--- src/rtl/pipe_pkg.sv ---
// Shared pipeline types: register index and operand-forwarding select encoding.
// Latency: n/a (types and constants only).
// Backpressure: n/a.
package pipe_pkg;

    localparam int REG_AW = 5;

    typedef logic [REG_AW-1:0] reg_idx_t;

    // Operand source for the EX-stage ALU; 2'b11 is never produced.
    typedef enum logic [1:0] {
        FWD_RF  = 2'b00,
        FWD_MEM = 2'b01,
        FWD_EX  = 2'b10
    } fwd_sel_e;

endpackage

--- src/rtl/fwd_sel_one.sv ---
// Match and priority logic selecting the forwarding source for one ALU operand.
// Latency: purely combinational, zero cycles.
// Backpressure: none; the output follows the inputs continuously.
module fwd_sel_one
    import pipe_pkg::*;
#(
    parameter int REG_AW = 5
) (
    input  logic              ex_mem_regwrite,
    input  logic [REG_AW-1:0] ex_mem_rd,
    input  logic              mem_wb_regwrite,
    input  logic [REG_AW-1:0] mem_wb_rd,
    input  logic [REG_AW-1:0] rs,
    output fwd_sel_e          sel
);

    logic ex_hit;
    logic mem_hit;

    // x0 is hard-wired zero, so a write to rd == 0 must never be forwarded.
    assign ex_hit  = ex_mem_regwrite && (ex_mem_rd != '0) && (ex_mem_rd == rs);
    assign mem_hit = mem_wb_regwrite && (mem_wb_rd != '0) && (mem_wb_rd == rs);

    // EX/MEM holds the younger result, so it wins over MEM/WB when both match.
    always_comb begin
        sel = FWD_RF;
        if (ex_hit) begin
            sel = FWD_EX;
        end else if (mem_hit) begin
            sel = FWD_MEM;
        end
    end

endmodule

--- src/rtl/forwarding_unit.sv ---
// EX-stage forwarding selector for rs1/rs2 plus saturating forwarding-event counters.
// Latency: selects are combinational (zero cycles); counters update on each clk edge.
// Backpressure: none; selects are always valid, counters saturate instead of wrapping.
module forwarding_unit
    import pipe_pkg::*;
#(
    parameter int REG_AW = 5,
    parameter int CNT_W  = 16
) (
    input  logic              clk,
    input  logic              rst_n,
    input  logic              ex_mem_regwrite,
    input  logic [REG_AW-1:0] ex_mem_rd,
    input  logic              mem_wb_regwrite,
    input  logic [REG_AW-1:0] mem_wb_rd,
    input  logic [REG_AW-1:0] id_ex_rs1,
    input  logic [REG_AW-1:0] id_ex_rs2,
    output logic [1:0]        forwardA,
    output logic [1:0]        forwardB,
    output logic [CNT_W-1:0]  fwd_ex_cnt,
    output logic [CNT_W-1:0]  fwd_mem_cnt
);

    fwd_sel_e sel_a;
    fwd_sel_e sel_b;
    logic     any_ex;
    logic     any_mem;

    fwd_sel_one #(.REG_AW(REG_AW)) u_sel_rs1 (
        .ex_mem_regwrite (ex_mem_regwrite),
        .ex_mem_rd       (ex_mem_rd),
        .mem_wb_regwrite (mem_wb_regwrite),
        .mem_wb_rd       (mem_wb_rd),
        .rs              (id_ex_rs1),
        .sel             (sel_a)
    );

    fwd_sel_one #(.REG_AW(REG_AW)) u_sel_rs2 (
        .ex_mem_regwrite (ex_mem_regwrite),
        .ex_mem_rd       (ex_mem_rd),
        .mem_wb_regwrite (mem_wb_regwrite),
        .mem_wb_rd       (mem_wb_rd),
        .rs              (id_ex_rs2),
        .sel             (sel_b)
    );

    assign forwardA = sel_a;
    assign forwardB = sel_b;

    // A cycle counts once per stage even when both operands use that stage.
    assign any_ex  = (sel_a == FWD_EX)  || (sel_b == FWD_EX);
    assign any_mem = (sel_a == FWD_MEM) || (sel_b == FWD_MEM);

    // Count cycles forwarding from EX/MEM, holding at all-ones.
    always_ff @(posedge clk or negedge rst_n) begin
        if (!rst_n) begin
            fwd_ex_cnt <= '0;
        end else if (any_ex && (fwd_ex_cnt != '1)) begin
            fwd_ex_cnt <= fwd_ex_cnt + 1'b1;
        end
    end

    // Count cycles forwarding from MEM/WB, holding at all-ones.
    always_ff @(posedge clk or negedge rst_n) begin
        if (!rst_n) begin
            fwd_mem_cnt <= '0;
        end else if (any_mem && (fwd_mem_cnt != '1)) begin
            fwd_mem_cnt <= fwd_mem_cnt + 1'b1;
        end
    end

endmodule

--- config.mk ---
export PLATFORM = sky130hd
export DESIGN_NAME = forwarding_unit
export DESIGN_NICKNAME = d
export VERILOG_FILES = /design/src/rtl/pipe_pkg.sv /design/src/rtl/fwd_sel_one.sv /design/src/rtl/forwarding_unit.sv
export SDC_FILE = /design/constraint.sdc
export NUM_CORES = 1
export LEC_CHECK = 0
export CELL_PAD_IN_SITES_DETAIL_PLACEMENT = 0
export CELL_PAD_IN_SITES_GLOBAL_PLACEMENT = 1
export CORE_MARGIN = 1.5
export CORE_UTILIZATION = 36
export CTS_BUF_LIST = sky130_fd_sc_hd__clkbuf_4
export DETAILED_ROUTE_END_ITERATION = 16
export GPL_TIMING_DRIVEN = 0
export HOLD_SLACK_MARGIN = 0.08
export PLACE_DENSITY_LB_ADDON = 0.25
export RECOVER_POWER = 100
export SYNTH_ARGS = -nofsm -noshare
export SYNTH_HDL_FRONTEND = slang
export SYNTH_SLANG_ARGS = --single-unit
--- constraint.sdc ---
create_clock -name clk -period 3.3 [get_ports clk]
set_clock_uncertainty 0.2 [all_clocks]
set_input_delay 0.825 -clock clk [delete_from_list [all_inputs] [get_ports clk]]
set_output_delay 0.825 -clock clk [all_outputs]
set_load 0.1 [all_outputs]
==> run metrics <==
status=finished, violations left; failing checks=capacitance limit, slew limit; Top Ports=60; Worst setup EP type=output pin; synthesized flop and latch total=32; synthesized cell area=1820 µm²; Peak VDD IR=0.581 mV; slowest cell on the critical path=or4_4; number of fill cells in the layout=448; cells after synthesis=173; EDFF count, synth=0; reg2reg end=fwd_mem_cnt[1]$_DFFE_PN0P_; H-tree levels=2; Area growth syn-to-layout=45.4%; P_int=696 µW; fmax=307 MHz; Worst-path clk slew=0.10 ns; die width=74.1 µm; antenna violations before repair=0; Routed Antenna Nets=0; crit path cell chain=clkdlybuf4s15_2 > or4_4 > o21ai_4 > and3b_2 > buf_4 > buf_12; share of cells above drive strength 1=15.4%; Worst Hold Class=register to register; clk sinks=32; wire length per cell=12.7 µm; Initial Util=38.0%; final wirelength=3970 µm; RR Startpoint=fwd_mem_cnt[0]$_DFFE_PN0P_; syn_nets=199; Fin Hold WS=0.287 ns; die area=5490 µm²; RSZ-0062 raised after global routing=false; Critical Path Start=ex_mem_rd[0]; relative slew slack=-10.5%; hold bufs inserted after CTS=0; register area share after synthesis=44.0%; GR Util All Layers=15.9%; CP endpoint=forwardB[1]; Worst Path Required=2.27 ns; R2R Setup Slk=0.68 ns; PwrDens=462 nW/µm²; ys flop type=dfrtp_1; Slew Limit Fails=33; Vias/cell=4.87; Switch Pwr=528 µW; crit path max fanout=3; DRC=0; Std-Cell Core Area=4790 µm²; Pre-antenna DRT Iters=4; clk_lat worst skew=0.33 ns; Rows=25; depth of the most critical reg-to-reg path=7; IO buf count=59; CP Class=input port to output pin; Worst Path Buf+Inv=3; # setup viols final=0; max capacitance violation total=1; CTS Buffer Depth=2; LEAKAGE=1.21 nW; Layout Cells excl Fill=313; Final period util=98.8%; DR vias=1,523; startpoint types=input port; initial DRC count=49; CP Data Arrival Time=2.24 ns; final total power=1.22 mW; Ys Warns=0; CTS tree=done; async set-reset flop share out of synthesis=100%; number of global-route vias before repair=1,482; global route total overflow=0; placed wire-length estimate=3040 µm; Worst path max stage delay=0.49 ns; cts bufs inserted=5; RePlAce Congestion=0.753; Hold Fails Final Rpt=0; Comb power frac=37.3%; die height=74.1 µm; sequential power share=38.2%; Switching Share=43.1%; placed cell count=299; Netlist cell types=30; antenna cell count=0; Clock Tree Root=clkbuf_4; largest net degree at the start of global routing=33; Slew @ Worst Pin=1.66 ns; Nets=271; top cell family by delay on the critical path=simple AND/OR/NAND/NOR gates; clock power share=24.5%; fin crit period=3.26 ns; Worst path depth=6; first-pass GRT wire length=6690 µm; average cell area after synthesis=10.5 µm²
## state kept, by name, indices dropped and copies added (netlist names)
register     count
fwd_mem_cnt     16
fwd_ex_cnt      16
## per-stage QoR
stage	setup WS [ns]	utilization (%)	TNS [ns]	area, µm²
2_1_floorplan	-0.0192	-	-0.0382	1840
3_3_place_gp	-1.32	52.5	-6.70	2510
3_5_place_dp	-1.32	52.4	-6.64	2510
4_1_cts	0.00613	55.3	0	2650
5_1_grt	0.00286	55.3	0	2650
6_report	0.0397	55.3	0	2650
## repair_timing
action / 4_1_cts / 5_1_grt
buffers inserted: 5 / 1
cloned: 0 / 0
resized for setup: 66 / 4
pin swaps: 6 / 8
endpoints found under the setup margin: 4 / 4
## Yosys cell counts, types with 2 or more instances
cell type	n	area share [%]
dfrtp_1	32	44
xnor2_1	29	14
nand3_1	18	4.9
xor2_1	18	8.7
nand2_1	13	2.7
nor2_1	8	1.6
nor3_1	7	1.9
and4_1	6	2.9
nand4_1	6	2.1
and2_1	4	1.4
buf_4	3	1.2
inv_1	3	0.62
or4_1	3	1.2
and3_1	2	0.69
and3b_1	2	0.96
ha_1	2	1.4
mux2_1	2	1.2
mux2_2	2	1.2
nor4_2	2	1.4
## worst min path at each step
stage / start / end / depth (start not counted)
final: fwd_ex_cnt[9]$_DFFE_PN0P_ / fwd_ex_cnt[9]$_DFFE_PN0P_ / 1
after global routing: fwd_ex_cnt[10]$_DFFE_PN0P_ / fwd_ex_cnt[10]$_DFFE_PN0P_ / 1
after CTS: fwd_ex_cnt[9]$_DFFE_PN0P_ / fwd_ex_cnt[9]$_DFFE_PN0P_ / 1
after detailed placement: fwd_ex_cnt[9]$_DFFE_PN0P_ / fwd_ex_cnt[9]$_DFFE_PN0P_ / 1
after global placement: fwd_ex_cnt[9]$_DFFE_PN0P_ / fwd_ex_cnt[9]$_DFFE_PN0P_ / 1
after floorplan: rst_n / fwd_ex_cnt[0]$_DFFE_PN0P_ / 0
## placed cells by master (no fill, tap or decap), types with 2 or more instances in the layout
cell type and count:
xor2_1 18, dlygate4sd3_1 32, buf_8 2, and4_1 6
nand4_1 6, and3b_2 2, buf_12 2, buf_2 2
nor2_1 6, nor4_2 2, dlymetal6s2s_1 3, nor2_4 2
mux2_1 2, dlygate4sd2_1 13, nand3_1 18, ha_1 2
and2_1 3, clkdlybuf4s15_1 2, clkbuf_4 5, mux2_2 2
or4_4 3, nor3_1 7, and3_1 2, nand2_1 13
inv_1 3, buf_4 7, xnor2_1 29, clkbuf_1 3
dfrtp_1 32
## power groups by stage
stage                     sequential (mW)  combinational, mW  clock (mW)
after detailed placement            0.479              0.473           0
after CTS                           0.471              0.473       0.308
after floorplan                     0.724             0.0855           0
final                               0.468              0.456       0.300
after global placement              0.479              0.474           0
after global routing                0.478              0.479       0.326
## kinds of logic (layout without fill, tap and decap cells)
| family | after synthesis | in the layout | share of synthesized area, % |
|---|---|---|---|
| AO/OA/AOI/OAI | 6 | 6 | 3.44 |
| XOR/XNOR | 47 | 47 | 22.6 |
| buffers and inverters | 6 | 79 | 1.86 |
| adder cells (fa/ha/maj) | 2 | 2 | 1.37 |
| multiplexers | 4 | 4 | 2.47 |
| flip-flops | 32 | 32 | 44.0 |
| AND/OR/NAND/NOR | 76 | 76 | 24.3 |
## metal layers
| layer | GRT usage [%] | vias up | part of all wire, % |
|---|---|---|---|
| li1 | - | 752 | - |
| met1 | 20.8 | 712 | 44 |
| met2 | 25.3 | 53 | 49 |
| met3 | 4.07 | 6 | 5.1 |
| met4 | 5.56 | 0 | 1.6 |
| met5 | 0 | - | 0 |
## cell type report
type	count	area, µm²	area share, %
plain buffers	3	18.8	0.709
clock buffers	5	37.5	1.42
clock inverters	3	42.5	1.61
inverters	3	11.3	0.425
multi-input cells	135	1010	38.3
flip-flops and latches	32	801	30.2
well taps	67	83.8	3.17
repair buffers	65	638	24.1
(Power assumes the default switching activity.)
